File: src/rtl/muldiv_pkg.sv
// Shared definitions for the RV32M multiply/divide sequencer.
// The decode stage imports this too, to steer M-extension ops away from the ALU.
package muldiv_pkg;

    localparam int XLEN = 32;
    localparam int MD_CNT_W = $clog2(XLEN);

    // funct3 encodings of the M-extension ops
    localparam logic [2:0] MD_MUL    = 3'b000;
    localparam logic [2:0] MD_MULH   = 3'b001;
    localparam logic [2:0] MD_MULHSU = 3'b010;
    localparam logic [2:0] MD_MULHU  = 3'b011;
    localparam logic [2:0] MD_DIV    = 3'b100;
    localparam logic [2:0] MD_DIVU   = 3'b101;
    localparam logic [2:0] MD_REM    = 3'b110;
    localparam logic [2:0] MD_REMU   = 3'b111;

    typedef enum logic [1:0] {
        MD_IDLE = 2'd0,
        MD_CALC = 2'd1,
        MD_DONE = 2'd2
    } md_state_e;

    // Divide/remainder ops all have funct3[2] set
    function automatic logic md_is_div(input logic [2:0] f);
        return f[2];
    endfunction

    // rs1 is treated as signed for MULH, MULHSU, DIV and REM
    function automatic logic md_a_signed(input logic [2:0] f);
        return (f == MD_MULH) || (f == MD_MULHSU) || (f == MD_DIV) || (f == MD_REM);
    endfunction

    // rs2 is treated as signed for MULH, DIV and REM
    function automatic logic md_b_signed(input logic [2:0] f);
        return (f == MD_MULH) || (f == MD_DIV) || (f == MD_REM);
    endfunction

endpackage

File: src/rtl/muldiv_step.sv
// One iteration of the multiply/divide loop, purely combinational.
//   mode=0: shift-add multiply step. acc is the running high word, bit_in is
//           the current multiplier bit; qbit is the bit that drops out of acc
//           into the top of the low word.
//   mode=1: restoring divide step. acc is the partial remainder, bit_in is the
//           next dividend bit; qbit is the resulting quotient bit.
module muldiv_step
    import muldiv_pkg::*;
(
    input  logic            mode,
    input  logic [XLEN-1:0] acc,
    input  logic [XLEN-1:0] opnd,
    input  logic            bit_in,
    output logic [XLEN-1:0] acc_nx,
    output logic            qbit
);

    logic [XLEN:0] sum;
    logic [XLEN:0] shifted;

    // Single add-and-shift or trial-subtract iteration
    always_comb begin
        acc_nx  = acc;
        qbit    = 1'b0;
        sum     = '0;
        shifted = '0;
        if (mode) begin
            shifted = {acc, bit_in};
            if (shifted >= {1'b0, opnd}) begin
                // the difference is below the divisor, so it fits in XLEN bits
                qbit   = 1'b1;
                acc_nx = shifted[XLEN-1:0] - opnd;
            end else begin
                acc_nx = shifted[XLEN-1:0];
            end
        end else begin
            sum    = {1'b0, acc} + (bit_in ? {1'b0, opnd} : '0);
            acc_nx = sum[XLEN:1];
            qbit   = sum[0];
        end
    end

endmodule

File: src/rtl/muldiv_seq.sv
// Iterative RV32M multiply/divide sequencer for the EX stage.
// Works on operand magnitudes for 32 cycles, then applies the sign fix-up
// while loading the result register, so every output is a flop.
module muldiv_seq #(
    parameter int XLEN = 32
) (
    input  logic            clk,
    input  logic            rst,
    input  logic            start,
    input  logic [2:0]      funct3,
    input  logic [XLEN-1:0] A,
    input  logic [XLEN-1:0] B,
    input  logic            flush,
    output logic            busy,
    output logic            done,
    output logic [XLEN-1:0] result
);

    import muldiv_pkg::*;

    localparam int CW = $clog2(XLEN);
    localparam logic [XLEN-1:0] ONES    = {XLEN{1'b1}};
    localparam logic [XLEN-1:0] INT_MIN = {1'b1, {(XLEN-1){1'b0}}};

    md_state_e       state, state_nx;
    logic [CW-1:0]   cnt;
    logic [2:0]      op;
    logic            neg_res;

    // acc: product high word / partial remainder
    // lo : multiplier shifting out, product low word / dividend shifting out, quotient
    // opnd: multiplicand / divisor magnitude
    logic [XLEN-1:0] acc, lo, opnd;
    logic [XLEN-1:0] acc_nx, lo_nx;
    logic            qbit, bit_in, mode;

    logic            accept, special, last_iter;
    logic            a_neg, b_neg, neg_in;
    logic [XLEN-1:0] mag_a, mag_b, spec_val, final_val;

    function automatic logic [XLEN-1:0] neg32(input logic [XLEN-1:0] x);
        return ~x + XLEN'(1);
    endfunction

    // Sign fix-up and result selection once the loop has finished
    function automatic logic [XLEN-1:0] finalize(input logic [2:0]      f,
                                                 input logic            neg,
                                                 input logic [XLEN-1:0] hi,
                                                 input logic [XLEN-1:0] low);
        logic [2*XLEN-1:0] prod;
        logic [XLEN-1:0]   fixed_lo, fixed_hi;
        prod     = {hi, low};
        if (neg) prod = ~prod + (2*XLEN)'(1);
        fixed_lo = neg ? neg32(low) : low;
        fixed_hi = neg ? neg32(hi) : hi;
        case (f)
            MD_MUL:                      return prod[XLEN-1:0];
            MD_MULH, MD_MULHSU, MD_MULHU: return prod[2*XLEN-1:XLEN];
            MD_DIV, MD_DIVU:             return fixed_lo;
            default:                     return fixed_hi;
        endcase
    endfunction

    assign accept    = (state == MD_IDLE) && start && !flush;
    assign last_iter = (state == MD_CALC) && (cnt == CW'(XLEN-1));
    assign mode      = md_is_div(op);
    assign bit_in    = mode ? lo[XLEN-1] : lo[0];
    assign lo_nx     = mode ? {lo[XLEN-2:0], qbit} : {qbit, lo[XLEN-1:1]};
    assign final_val = finalize(op, neg_res, acc_nx, lo_nx);

    muldiv_step u_step (
        .mode   (mode),
        .acc    (acc),
        .opnd   (opnd),
        .bit_in (bit_in),
        .acc_nx (acc_nx),
        .qbit   (qbit)
    );

    // Operand magnitudes, result sign and divide special cases from the raw inputs
    always_comb begin
        a_neg    = md_a_signed(funct3) && A[XLEN-1];
        b_neg    = md_b_signed(funct3) && B[XLEN-1];
        mag_a    = a_neg ? neg32(A) : A;
        mag_b    = b_neg ? neg32(B) : B;
        // remainders follow the dividend; products and quotients the xor of signs
        neg_in   = (md_is_div(funct3) && funct3[1]) ? a_neg : (a_neg ^ b_neg);
        special  = 1'b0;
        spec_val = '0;
        if (md_is_div(funct3) && (B == '0)) begin
            special  = 1'b1;
            spec_val = funct3[1] ? A : ONES;
        end else if (((funct3 == MD_DIV) || (funct3 == MD_REM)) &&
                     (A == INT_MIN) && (B == ONES)) begin
            special  = 1'b1;
            spec_val = funct3[1] ? '0 : INT_MIN;
        end
    end

    // Next-state logic; flush overrides everything
    always_comb begin
        state_nx = state;
        case (state)
            MD_IDLE: if (accept) state_nx = special ? MD_DONE : MD_CALC;
            MD_CALC: if (last_iter) state_nx = MD_DONE;
            MD_DONE: state_nx = MD_IDLE;
            default: state_nx = MD_IDLE;
        endcase
        if (flush) state_nx = MD_IDLE;
    end

    // State register
    always_ff @(posedge clk) begin
        if (rst) state <= MD_IDLE;
        else     state <= state_nx;
    end

    // Registered handshake outputs and iteration counter
    always_ff @(posedge clk) begin
        if (rst) begin
            busy <= 1'b0;
            done <= 1'b0;
            cnt  <= '0;
        end else begin
            busy <= (state_nx != MD_IDLE);
            done <= (state_nx == MD_DONE);
            if (accept || flush)      cnt <= '0;
            else if (state == MD_CALC) cnt <= cnt + CW'(1);
        end
    end

    // Operand capture on accept, one loop iteration per CALC cycle
    always_ff @(posedge clk) begin
        if (accept) begin
            op      <= funct3;
            neg_res <= neg_in;
            acc     <= '0;
            lo      <= md_is_div(funct3) ? mag_a : mag_b;
            opnd    <= md_is_div(funct3) ? mag_b : mag_a;
        end else if (state == MD_CALC) begin
            acc <= acc_nx;
            lo  <= lo_nx;
        end
    end

    // Result register: loaded by a special case or by the final iteration
    always_ff @(posedge clk) begin
        if (rst) begin
            result <= '0;
        end else if (accept && special) begin
            result <= spec_val;
        end else if (last_iter && !flush) begin
            result <= final_val;
        end
    end

endmodule

File: config.mk
export PLATFORM = sky130hd
export DESIGN_NAME = muldiv_seq
export DESIGN_NICKNAME = d
export VERILOG_FILES = /design/src/rtl/muldiv_pkg.sv /design/src/rtl/muldiv_step.sv /design/src/rtl/muldiv_seq.sv
export SDC_FILE = /design/constraint.sdc
export NUM_CORES = 1
export LEC_CHECK = 0
export CAP_MARGIN = 20
export CELL_PAD_IN_SITES_DETAIL_PLACEMENT = 1
export CELL_PAD_IN_SITES_GLOBAL_PLACEMENT = 2
export CORE_ASPECT_RATIO = 0.75
export CORE_MARGIN = 3
export CORE_UTILIZATION = 30
export CTS_CLUSTER_SIZE = 24
export DETAILED_ROUTE_END_ITERATION = 10
export PLACE_DENSITY_LB_ADDON = 0.12
export RECOVER_POWER = 100
export SYNTH_ARGS = -nofsm -noshare
export SYNTH_HDL_FRONTEND = slang
export SYNTH_HIERARCHICAL = 1
export SYNTH_SLANG_ARGS = --single-unit
File: constraint.sdc
create_clock -name clk -period 8.8 [get_ports clk]
set_input_delay 1.76 -clock clk [delete_from_list [all_inputs] [get_ports clk]]
set_output_delay 1.76 -clock clk [all_outputs]
set_load 0.02 [all_outputs]
==> flow_summary.json <==
{
  "status": "finished with violations",
  "violations": "max-capacitance violations, max-slew violations",
  "end_kind": "flop",
  "synth_top_area_share_pct": 13.25,
  "cts_max_level": 4,
  "drtIter0Drc": 1543,
  "tns_ns": 0,
  "synthSimpleGateAreaFrac_pct": 22.89,
  "synth_top_area_cell": "edfxtp_1",
  "hp-start": "cnt[4]",
  "netlist_top_cells_area": "edfxtp_1, dfxtp_1, a21oi_1, ha_1, mux2i_1",
  "initial_utilization_pct": 30.54,
  "worst_hold_path_type": "reg -> reg",
  "critPathLaunch": "funct3[2]",
  "drv_cap": 5,
  "wl_per_cell_um": 28.36,
  "grt_pass1_wl_um": 114200,
  "die_w_um": 267.7,
  "max_freq_mhz": 131.4,
  "core-area_um2": 50460,
  "crit_type": "in -> reg",
  "synth_edf_count": 68,
  "ir_drop_v": 0.00009868,
  "clock_latency_ns": 0.47,
  "dp_hpwl_um": 62430,
  "rsz0062_at_grt": "false",
  "path_max_fanout": 59,
  "synthXorXnorAreaFrac_pct": 9.947,
  "nets": 2237,
  "cts_root_buf": "clkbuf_16",
  "io_buffers": 104,
  "muxShareOfSynthArea_pct": 6.106,
  "slew_headroom_pct": -130.0,
  "overflow": 0,
  "synthFlopType": "dfxtp_1",
  "area_growth_pct": 14.39,
  "clock-sinks": 141,
  "io_pins": 105,
  "grt_max_degree": 136,
  "powerDensity_nw_per_um2": 170.7,
  "cts_hold_buf": 0,
  "period_needed_ns": 7.609,
  "final.setup_skew_ns": 0.01715,
  "finalMaxSlewViolations": 213,
  "rows": 71,
  "drcViolationCount": 0,
  "dr.pass1.iters": 5,
  "antenna_found_initial": 7,
  "fill_cells": 6098,
  "cts_resized": 0,
  "synth_nets": 2204,
  "reg2reg_from": "lo[31]",
  "instances_no_fill": 2762,
  "final_util_pct": 34.93,
  "ant_nets": 0,
  "netlist_instances": 2059,
  "finalWeightedCongestion": 0.9719,
  "ys_ff_latch": 141,
  "fp.dieH_um": 202.3,
  "yosys.cell_types.count": 95,
  "dieArea_um2": 54150,
  "synth_compound_area_share_pct": 26.76,
  "vias": 16670,
  "p_leak_nw": 6.690,
  "ys_seq_area_share_pct": 22.74,
  "tritoncts": "yes",
  "worstSetupStartpointType": "input port",
  "syn_avg_cell_area_um2": 7.484,
  "syn-cell-area_um2": 15410,
  "tightest_slew_ns": 3.449,
  "postSynth.asyncResetShare_pct": 0,
  "grt_pass1_vias": 16340,
  "cts.clk_slew.worst_paths_ns": 0.07,
  "vias_per_cell": 6.037,
  "setup_viol": 0,
  "min_period_over_period_pct": 86.46,
  "hold_violations": 0,
  "synthAdderAreaFrac_pct": 6.106,
  "diodes": 0,
  "post_cts_buffers": 0,
  "placed_cells": 2727,
  "cts_inserted_buffers": 17,
  "grt_usage_pct": 28.64,
  "synth_top_family_by_area": "compound AO/OA/AOI/OAI gates",
  "cts_buffer_depth": 2,
  "wirelength_um": 78330,
  "yosys_warnings": 6,
  "arrival_ns": 7.96,
  "drive_above_1_share_pct": 5.796,
  "required_ns": 9.15
}
-- layout by cell type (no fill, tap or decap), types with 28 or more instances in the layout --
| cell | instances |
|---|---|
| nand4_1 | 34 |
| xnor2_1 | 83 |
| a21o_1 | 28 |
| a31oi_1 | 33 |
| dfxtp_1 | 73 |
| nor2_1 | 182 |
| clkdlybuf4s50_1 | 65 |
| nor4_1 | 32 |
| nand3_1 | 45 |
| ha_1 | 72 |
| xor2_1 | 92 |
| buf_4 | 34 |
| nand2_1 | 205 |
| a21oi_1 | 210 |
| o21ai_0 | 157 |
| nor3_1 | 82 |
| mux2i_1 | 85 |
| inv_1 | 66 |
| dlygate4sd3_1 | 38 |
| or3_1 | 29 |
| edfxtp_1 | 68 |
-- cells by family (layout without fill, tap and decap cells) --
group | count (synthesis) | after routing
buffers and inverters | 210 | 256
xor gates and xnor gates | 175 | 175
adders and majority gates | 74 | 74
muxes | 93 | 93
and+or+nand+nor | 721 | 721
DFF | 141 | 141
AOI/OAI and AO/OA | 645 | 645
-- critical path: stages --
cell and delay [ns]:
buf_2 0.07, clkbuf_1 2.41, inv_2 -0.06, buf_4 0.40
nor3_1 0.32, nand4b_1 0.15, nor4_1 0.42, clkbuf_1 0.39
o31a_1 0.65, clkbuf_1 0.89, o31ai_1 0.22, o221a_2 0.29
-- cell type report --
| type | count | area (um2) | share of cell area (%) |
|---|---|---|---|
| inverters | 68 | 255.2 | 1.448 |
| well taps | 657 | 822.0 | 4.664 |
| repair buffers | 156 | 1386 | 7.865 |
| multi-input cells | 1708 | 11050 | 62.67 |
| clock inverters | 11 | 120.1 | 0.6815 |
| flip-flops and latches | 141 | 3503 | 19.88 |
| clock buffers | 21 | 493.0 | 2.797 |
-- flip-flops by register name (all words and copies together), names as in the netlist --
signal,cells
neg_res,1
cnt,5
acc,32
done,1
op,3
lo,32
opnd,32
busy,1
result,32
state,2
-- report_power, final --
group / switching, mW / internal [mW]
Combinational: 0.912 / 0.483
Sequential: 0.0663 / 0.751
Clock: 0.358 / 0.439
-- layer usage --
| metal | GRT usage [%] | up-vias | wire length (um) |
|---|---|---|---|
| met5 | 0 | - | 41 |
| met4 | 6.617 | 6 | 1506 |
| met3 | 7.971 | 61 | 6698 |
| met2 | 38.70 | 564 | 30640 |
| met1 | 44.02 | 8376 | 39440 |
| li1 | - | 7666 | - |
-- final timing paths --
check	endpoint	slack [ns]	cells after the start
max	result[13]	1.19	12
min	cnt[4]	0.46	2
max reg2reg	result[28]	1.46	22
min reg2reg	cnt[4]	0.46	2
-- synthesized netlist by cell type, types with 15 or more instances --
| library cell | count |
|---|---|
| nand2b_1 | 17 |
| edfxtp_1 | 68 |
| xor2_1 | 92 |
| dfxtp_1 | 73 |
| nand2_1 | 205 |
| buf_2 | 19 |
| o22ai_1 | 15 |
| nor3b_1 | 15 |
| nand4_1 | 34 |
| a21o_1 | 28 |
| nor3_1 | 83 |
| clkbuf_1 | 104 |
| inv_1 | 65 |
| o41ai_1 | 21 |
| nand3_1 | 45 |
| a31oi_1 | 32 |
| o21ai_0 | 152 |
| ha_1 | 72 |
| a21oi_1 | 210 |
| xnor2_1 | 83 |
| o211ai_1 | 25 |
| nor2_1 | 182 |
| o31ai_1 | 27 |
| nor4_1 | 32 |
| mux2i_1 | 85 |
| or3_1 | 29 |
-- stage by stage --
step | hold slack, ns | setup slack, ns | power, mW | cell area (um2)
3_5_place_dp | 0.4547 | 1.911 | 2.196 | 17090
6_report | 0.4647 | 1.191 | 3.008 | 17630
3_3_place_gp | 0.4492 | 2.040 | 2.182 | 17070
2_1_floorplan | 0.4406 | 1.364 | 1.701 | 15410
5_1_grt | 0.4963 | 0.8144 | 3.163 | 17630
4_1_cts | 0.4666 | 1.893 | 2.998 | 17700
Note: power is estimated with default switching activity, not from simulation.
